## src/rtl/soda_controller.sv

```systemverilog
// Coin-operated soda vending controller: accumulates nickel/dime/quarter credit,
// requests a can once PRICE is reached, then returns change or refunds on cancel/timeout.
module soda_controller #(
    parameter int PRICE   = 15,
    parameter int TIMEOUT = 255
) (
    input  logic       Clk,
    input  logic       Rst,
    input  logic       Nickel,
    input  logic       Dime,
    input  logic       Quarter,
    input  logic       Cancel,
    input  logic       DispAck,
    output logic       Dispense,
    output logic [5:0] Change,
    output logic       ChangeValid,
    output logic [5:0] Credit,
    output logic       CoinReject,
    output logic       Busy
);

    typedef enum logic [2:0] {
        ST_IDLE,
        ST_COLLECT,
        ST_DISPENSE,
        ST_CHANGE,
        ST_REFUND
    } state_t;

    localparam logic [5:0] PRICE_C    = 6'(PRICE);
    localparam logic [7:0] IDLE_LIMIT = 8'(TIMEOUT - 1);

    state_t     state;
    logic [7:0] idle_cnt;
    logic [5:0] coin_val;
    logic [5:0] sum;
    logic       any_coin;
    logic       multi_coin;
    logic       one_coin;
    logic       in_collect;
    logic       go_refund;

    assign any_coin   = Nickel | Dime | Quarter;
    assign multi_coin = (Nickel & Dime) | (Nickel & Quarter) | (Dime & Quarter);
    assign one_coin   = any_coin & ~multi_coin;
    assign in_collect = (state == ST_COLLECT);

    // Cancel beats a simultaneous coin; timeout only fires on a cycle with no accepted coin.
    assign go_refund = in_collect & (Cancel | (~one_coin & (idle_cnt == IDLE_LIMIT)));

    // NOTE: every variable assigned in always_comb gets a default first so no latch is inferred.
    always_comb begin
        coin_val = 6'd0;
        if (Nickel)  coin_val = 6'd5;
        if (Dime)    coin_val = 6'd10;
        if (Quarter) coin_val = 6'd25;
    end

    assign sum  = Credit + coin_val;
    assign Busy = (state == ST_DISPENSE) || (state == ST_CHANGE) || (state == ST_REFUND);

    // NOTE: sequential state uses non-blocking assignments so all registers update together on the edge.
    // NOTE: only control/data registers exist here; every one is async-reset so Rst alone restores a clean IDLE.
    always_ff @(negedge Clk or negedge Rst) begin
        if (!Rst) begin
            state       <= ST_IDLE;
            idle_cnt    <= 8'd0;
            Credit      <= 6'd0;
            Change      <= 6'd0;
            ChangeValid <= 1'b0;
            Dispense    <= 1'b0;
            CoinReject  <= 1'b0;
        end else begin
            ChangeValid <= 1'b0;
            CoinReject  <= 1'b0;
            case (state)
                ST_IDLE, ST_COLLECT: begin
                    if (go_refund) begin
                        state       <= ST_REFUND;
                        idle_cnt    <= 8'd0;
                        ChangeValid <= 1'b1;
                        Change      <= Credit;
                        CoinReject  <= any_coin;
                    end else if (one_coin) begin
                        Credit   <= sum;
                        idle_cnt <= 8'd0;
                        if (sum >= PRICE_C) begin
                            state    <= ST_DISPENSE;
                            Dispense <= 1'b1;
                        end else begin
                            state <= ST_COLLECT;
                        end
                    end else begin
                        CoinReject <= multi_coin;
                        if (in_collect) idle_cnt <= idle_cnt + 8'd1;
                    end
                end
                ST_DISPENSE: begin
                    CoinReject <= any_coin;
                    if (DispAck) begin
                        Dispense <= 1'b0;
                        if (Credit > PRICE_C) begin
                            state       <= ST_CHANGE;
                            ChangeValid <= 1'b1;
                            Change      <= Credit - PRICE_C;
                        end else begin
                            state  <= ST_IDLE;
                            Credit <= 6'd0;
                        end
                    end
                end
                ST_CHANGE, ST_REFUND: begin
                    CoinReject <= any_coin;
                    state      <= ST_IDLE;
                    Credit     <= 6'd0;
                    Change     <= 6'd0;
                end
                default: begin
                    state    <= ST_IDLE;
                    idle_cnt <= 8'd0;
                    Credit   <= 6'd0;
                    Change   <= 6'd0;
                    Dispense <= 1'b0;
                end
            endcase
        end
    end

endmodule

```

## config.mk

```make
export PLATFORM = sky130hd
export DESIGN_NAME = soda_controller
export DESIGN_NICKNAME = d
export VERILOG_FILES = /design/src/rtl/soda_controller.sv
export SDC_FILE = /design/constraint.sdc
export NUM_CORES = 1
export LEC_CHECK = 0
export BUFFER_PORTS_ARGS = -buffer_cell sky130_fd_sc_hd__buf_4
export CAP_MARGIN = 40
export CORE_MARGIN = 5
export CORE_UTILIZATION = 50
export CTS_CLUSTER_SIZE = 14
export DETAILED_ROUTE_END_ITERATION = 6
export GPL_TIMING_DRIVEN = 0
export PLACE_DENSITY = 0.81
export SYNTH_ARGS = -nofsm -noshare
export SYNTH_HDL_FRONTEND = slang
export SYNTH_SLANG_ARGS = --single-unit
```

## constraint.sdc

```tcl
create_clock -name Clk -period 5 [get_ports Clk]
set_input_delay 0.75 -clock Clk [delete_from_list [all_inputs] [get_ports Clk]]
set_output_delay 0.75 -clock Clk [all_outputs]
set_load 0.05 [all_outputs]
```

==> results.cfg, run 1 <==
[place]
placedCellCount = 257
place.gp.congestion = 0.832
hpwl_um = 2570
numPortBuffers = 22
placement.setup.worst_slack_ns = -0.278

[drt]
post_drt_via_cell_ratio = 5.49
first_pass_iters = 4
ant_nets = 0
post_drt_wl_per_cell_um = 13.1
detail_route.iter0.violations = 61
dr_total_vias = 1432
drcViolationCount = 0
finalWirelength_um = 3420

[setup_path]
crit_path_start_kind = input pin
cp.buffers_inverters = 1
cp_cell_sequence = buf_4 > a21o_1 > ha_1 > fa_2 > a21o_1 > a21oi_1 > xnor2_1 > a211oi_2 > a221o_1
critical_path.slowest_cell = sky130_fd_sc_hd__fa_2
worst_path_most_repeated_cell = sky130_fd_sc_hd__a21o_1
crit_type = in -> reg
timing.critical_path.slowest_cell_delay_ns = 0.36
timing.critical_path.to_type = register
timing.critical_path.fanout_max = 6
critical_path_required_ns = 2.67
crit_family = compound AO/OA/AOI/OAI gates
worst_ep_arrival_time_ns = 2.53

[grt]
initial_antenna_violation_count = 0
grt_pass1_wl_um = 6100
track_usage_pct = 16.9
first_global_vias = 1366
grt_start_max_net_pins = 27
grt_remaining_overflow = 0

[yosys]
post_synth_fa_ha_maj_area_fraction_pct = 6.98
synthCells = 189
synth.avg_cell_area_sq_um = 9.11
mappedNetlistArea_sq_um = 1720
synth.distinct_cells = 44
sequential_element_share_of_the_synthesized_area_pct = 37.8
synth-edff-count = 0
synth_xor_area_share_pct = 2.03
share_of_synthesized_flip_flops_with_an_asynchronous_set_or_reset_pct = 100
synth_seq_cells = 26
compound_gate_portion_of_the_synthesized_area_pct = 18.9
post_synth_and_or_nand_nor_area_fraction_pct = 22.5
yosys-mux-area-fraction_pct = 8.21
synthesis.nets = 205
ys.warnings.count = 0
postSynth.topFlopCell = sky130_fd_sc_hd__dfrtn_1
dominant_combinational_cell_family_by_area_after_synthesis = simple AND/OR/NAND/NOR gates

[run]
max-cap-violations = 0

[die]
die_area_sq_um = 4720
core_area_sq_um = 3340
initial_utilization_pct = 51.6
floorplan.rows = 21
die_h_um = 68.7
design.portCount = 23
chipWidth_um = 68.7

[timing]
finalClockSkew_ns = 0.00359
slew_headroom_pct = 64.0
grt_setup_unrepaired = no
total_negative_setup_slacks_ns = 0
final_max_slew_viol_count = 0
report.final.setup_viol = 0
setup_ws_ns = 0.141
final_count_of_hold_timing_violations = 0
worst-slew-pin-transition_ns = 0.538

[cts]
htreeDepth = 1
cts_sinks = 26
cts.reportedPaths.clkPinSlew_ns = 0.10
clockRootBuffer = sky130_fd_sc_hd__clkbuf_4
cts.path.max_buffers = 2
cts_hold_buf = 0
worstSkewPairLatency_ns = 0.32
ctsResizeCount = 0
post_cts_buffers = 0
cts_buffers = 3
cts_tree = built

[power]
p_per_area_nw_per_um2 = 610
leakagePower_nw = 0.927
vdd_drop_max_mv = 0.432
power.total_mw = 1.21

[final_layout]
area.growth.synth_to_final_pct = 15.5
final_core_occ_pct = 59.6
nNetsFinal = 232
n_antenna_cell = 0
post_layout_nonfiller_instances = 261
post_route_cells_drive_above_1_share_pct = 20.5

[status]
status = finished clean

[worst_hold_path]
worstHoldPathType = reg -> reg
report_power, final:
group / switching [mW] / internal, mW
logic: 0.473 / 0.276
registers: 0.0744 / 0.279
clock network: 0.0652 / 0.0446
total: 0.612 / 0.600
worst paths after layout:
check / startpoint / endpoint / slack [ns] / cells after the start
setup / recovery: Nickel / state[0] / 0.14 / 9
hold / removal: idle_cnt[6] / idle_cnt[6] / 0.43 / 1
setup reg to reg: Credit[0] / state[0] / 2.85 / 7
hold reg to reg: idle_cnt[6] / idle_cnt[6] / 0.43 / 1
max in group asynchronous: Rst / Change[3] / 2.02 / 1
min in group asynchronous: Rst / Dispense / 2.70 / 1
area by class of cell:
class / count / area (sq um)
tap: 46 / 57.6
fill: 300 / 1350
clock buffer: 4 / 36.3
buffer: 5 / 25.0
timing repair buffer: 22 / 165
inverter: 10 / 37.5
sequential: 26 / 651
multi-input combinational: 148 / 1020
Yosys cell counts, types with 2 or more instances:
cell | number | area, sq um
sky130_fd_sc_hd__or3b_1 | 2 | 17.5
sky130_fd_sc_hd__a21oi_1 | 11 | 55.1
sky130_fd_sc_hd__o21ai_0 | 17 | 85.1
sky130_fd_sc_hd__nor2_1 | 16 | 60.1
sky130_fd_sc_hd__ha_1 | 8 | 100
sky130_fd_sc_hd__a21o_1 | 5 | 37.5
sky130_fd_sc_hd__mux2i_1 | 4 | 40.0
sky130_fd_sc_hd__and3_1 | 2 | 12.5
sky130_fd_sc_hd__xnor2_1 | 3 | 26.3
sky130_fd_sc_hd__mux2_2 | 6 | 67.6
sky130_fd_sc_hd__nor3b_1 | 2 | 15.0
sky130_fd_sc_hd__buf_2 | 2 | 10.0
sky130_fd_sc_hd__nand2b_1 | 3 | 18.8
sky130_fd_sc_hd__clkbuf_1 | 2 | 7.51
sky130_fd_sc_hd__o211ai_2 | 2 | 25.0
sky130_fd_sc_hd__a211oi_1 | 3 | 22.5
sky130_fd_sc_hd__nand2_1 | 24 | 90.1
sky130_fd_sc_hd__or2_1 | 2 | 12.5
sky130_fd_sc_hd__nor3_1 | 2 | 10.0
sky130_fd_sc_hd__and4_1 | 2 | 17.5
sky130_fd_sc_hd__nor2b_1 | 3 | 18.8
sky130_fd_sc_hd__nand4_1 | 2 | 12.5
sky130_fd_sc_hd__o31ai_1 | 2 | 15.0
sky130_fd_sc_hd__nand3_1 | 10 | 50.1
sky130_fd_sc_hd__inv_1 | 10 | 37.5
sky130_fd_sc_hd__dfrtn_1 | 26 | 651
registers in the layout, summed over array words and instances (netlist names):
register and count:
idle_cnt 8, Change 6, Credit 6, state 3
ChangeValid 1, CoinReject 1, Dispense 1
cells in the final DEF (no fill, tap or decap), drive strengths merged, types with 5 or more instances in the layout:
master and n:
dfrtn 26, buf 25, nand2 24, o21ai 19, nor2 16, a21oi 11, inv 10, nand3 10
ha 8, mux2 7, clkbuf 6, a21o 5, mux2i 5
layer usage:
metal	vias to the layer above	track usage [%]	share of wire, %
li1	733	-	-
met1	653	23.9	50
met2	41	26.3	43
met3	5	1.30	5.2
met4	0	6.95	1.5
met5	-	0	0
kinds of logic after synthesis:
logic type	Yosys count
xor+xnor	4
flops	26
compound gates	49
simple gates	74
fa+ha+maj	9
buf+inv	15
mux	12
per-stage QoR:
| stage | instance area (sq um) | hold WS, ns |
|---|---|---|
| after CTS | 1980 | 0.439 |
| after global routing | 1990 | 0.472 |
| final | 1990 | 0.430 |
| after floorplan | 1720 | 0.398 |
| after global placement | 1950 | 0.415 |
| after detailed placement | 1950 | 0.436 |
Note: power is estimated with default switching activity, not from simulation.
==> run 2, diff against run 1 <==
--- a/config.mk
+++ b/config.mk
@@ -12,7 +12,7 @@
 export CTS_CLUSTER_SIZE = 14
 export DETAILED_ROUTE_END_ITERATION = 6
 export GPL_TIMING_DRIVEN = 0
-export PLACE_DENSITY = 0.81
+export PLACE_DENSITY = 0.83
 export SYNTH_ARGS = -nofsm -noshare
 export SYNTH_HDL_FRONTEND = slang
 export SYNTH_SLANG_ARGS = --single-unit
==> constraint.sdc (replaced) <==
create_clock -name Clk -period 4 [get_ports Clk]
set_input_delay 0.6 -clock Clk [delete_from_list [all_inputs] [get_ports Clk]]
set_output_delay 0.6 -clock Clk [all_outputs]
set_load 0.05 [all_outputs]
==> run 2 against run 1 <==
The flow now finishes with violations (negative setup slack); count of clock-buffer cells in the layout did not move; die area did not move; combinational power rose by 39%; final cell count rose by 3.1%; power rose by 33%; utilization rose by 4.8 points; critical endpoint unchanged; largest cell class unchanged; highest routed layer unchanged.
==> results.cfg, run 2 (synthesis results as in run 1) <==
[timing]
final_count_of_hold_timing_violations = 0
finalClockSkew_ns = 0.00414
grt_setup_unrepaired = yes
setup_ws_ns = -0.122
final_max_slew_viol_count = 0
report.final.setup_viol = 3
slew_headroom_pct = 64.0
worst-slew-pin-transition_ns = 0.535
total_negative_setup_slacks_ns = -0.295

[drt]
dr_total_vias = 1475
drcViolationCount = 0
ant_nets = 0
detail_route.iter0.violations = 99
first_pass_iters = 4
post_drt_via_cell_ratio = 5.48
post_drt_wl_per_cell_um = 14.0
finalWirelength_um = 3760

[final_layout]
layout.cells.most_common = sky130_fd_sc_hd__buf_4
n_antenna_cell = 0
post_layout_nonfiller_instances = 269
nNetsFinal = 240
post_route_cells_drive_above_1_share_pct = 28.3
biggestRegsByFlops = idle_cnt: 8 flops, Change: 6 flops, Credit: 6 flops
area.growth.synth_to_final_pct = 24.8
final_cell_mix = sky130_fd_sc_hd__buf_4, sky130_fd_sc_hd__dfrtn_1, sky130_fd_sc_hd__nand2_1, sky130_fd_sc_hd__nor2_1, sky130_fd_sc_hd__o21ai_0
largest-register = idle_cnt
largest_register_ff_count = 8
fillCellCount = 303

[place]
hpwl_um = 2580
numPortBuffers = 22
placement.setup.worst_slack_ns = -0.503
placedCellCount = 257
place.gp.congestion = 0.809

[power]
clock_power_share_pct = 8.2
leakagePower_nw = 0.992
share_seq_of_total_power_pct = 27.4
vdd_drop_max_mv = 0.621
internal-power_uw = 813
power.switching_fraction_pct = 49.5
power_frac_comb_pct = 64.4
p_switching_uw = 797
p_per_area_nw_per_um2 = 749

[grt]
use_met2_pct = 28.0
initial_antenna_violation_count = 0
grt_pass1_wl_um = 6180
busiest_layer = met2
groute.layer.met3.usage_pct = 2.27
first_global_vias = 1337
use_met1_pct = 24.2
track_usage_pct = 17.4
grt_remaining_overflow = 0
grt_start_max_net_pins = 27

[worst_hold_path]
worstHoldPathType = reg -> reg
holdPathEnd = idle_cnt[6]
min_path_cells = 1
worstHoldStart = idle_cnt[6]

[cts]
clockRootBuffer = sky130_fd_sc_hd__clkbuf_4
htreeDepth = 1
cts_hold_buf = 0
cts.path.max_buffers = 2
cts.reportedPaths.clkPinSlew_ns = 0.09
cts_sinks = 26
worstSkewPairLatency_ns = 0.31
cts_buffers = 3
cts_tree = built

[setup_path]
critical_path_required_ns = 2.16
r2r_start = Credit[4]
worst_ep_arrival_time_ns = 2.29
timing.critical_path.to_type = register
crit_type = in -> reg
timing.critical_path.fanout_max = 4
ff2ff_setup_slack_ns = 1.85
worst_r2r_path_depth = 6
crit_path_start_kind = input pin
reg_to_reg_endpoint = Dispense

[die]
floorplan.rows = 21
core_area_sq_um = 3340
design.portCount = 23
chipWidth_um = 68.7
die_h_um = 68.7
die_area_sq_um = 4720
initial_utilization_pct = 51.6

[status]
status = finished with violations
violations = negative setup slack

[run]
max-cap-violations = 0
run 2: cell count changes in the layout (fill, tap and decap cells not counted), moves of 2 or more:
cell,delta
sky130_fd_sc_hd__buf_4,+4
sky130_fd_sc_hd__buf_8,+4
sky130_fd_sc_hd__ha_1,-3
sky130_fd_sc_hd__o21ai_0,-3
sky130_fd_sc_hd__ha_4,+2
sky130_fd_sc_hd__o21ai_1,+2
run 2: worst max path at each step:
stage                        from  endpoint  slack, ns  depth (start not counted)
after floorplan              Dime  state[0]      -0.25                          7
after global placement       Dime  state[0]      -0.50                          8
after detailed placement     Dime  state[0]      -0.50                          8
after CTS                  Nickel  Dispense       -0.1                          9
after global routing      Quarter  Dispense      -0.23                          8
final                        Dime  state[0]      -0.12                          9
run 2: final cells by class:
cell class | count | area, sq um | area share (%)
Multi-Input combinational cell | 148 | 1080 | 50.1
Timing Repair Buffer | 30 | 255 | 11.9
Sequential cell | 26 | 651 | 30.3
Tap cell | 46 | 57.6 | 2.68
Buffer | 5 | 31.3 | 1.46
Clock buffer | 4 | 36.3 | 1.69
Inverter | 10 | 40.0 | 1.86
run 2: power by group through the flow:
stage | Clock (mW) | Combinational (mW) | Sequential (mW)
after detailed placement | 0 | 0.946 | 0.445
after CTS | 0.134 | 0.989 | 0.441
final | 0.131 | 1.04 | 0.441
after global routing | 0.146 | 1.14 | 0.455
after floorplan | 0 | 0.512 | 0.638
after global placement | 0 | 0.932 | 0.440
run 2: timing repair:
| item | CTS | global route |
|---|---|---|
| pin swaps | 6 | 2 |
| resized for setup | 15 | 7 |
| endpoints found under the hold margin | 0 | 0 |
| cloned | 0 | 0 |
| setup buffers | 5 | 3 |
| setup endpoints to repair | 4 | 4 |
run 2: worst max-delay path, cell delays in order:
cell,delay (ns)
sky130_fd_sc_hd__buf_8,0.09
sky130_fd_sc_hd__inv_4,0.03
sky130_fd_sc_hd__nor2_1,0.21
sky130_fd_sc_hd__ha_1,0.29
sky130_fd_sc_hd__a211oi_2,0.27
sky130_fd_sc_hd__nor2_1,0.11
sky130_fd_sc_hd__xor2_1,0.24
sky130_fd_sc_hd__a211oi_2,0.15
sky130_fd_sc_hd__a221o_1,0.30
run 2: per-layer routing:
layer  share of wire (%)  wire (um)
met1                  46       1730
met2                  49       1830
met3                 4.6        172
met4                0.69         26
met5                   0          0
run 2: through the flow:
stage	util, %	hold WS [ns]	power (mW)	instance area (sq um)
2_1_floorplan	-	0.398	1.15	1740
3_3_place_gp	58.8	0.413	1.37	1960
3_5_place_dp	58.8	0.428	1.39	1960
4_1_cts	62.8	0.431	1.56	2100
5_1_grt	64.4	0.468	1.74	2150
6_report	64.4	0.421	1.61	2150
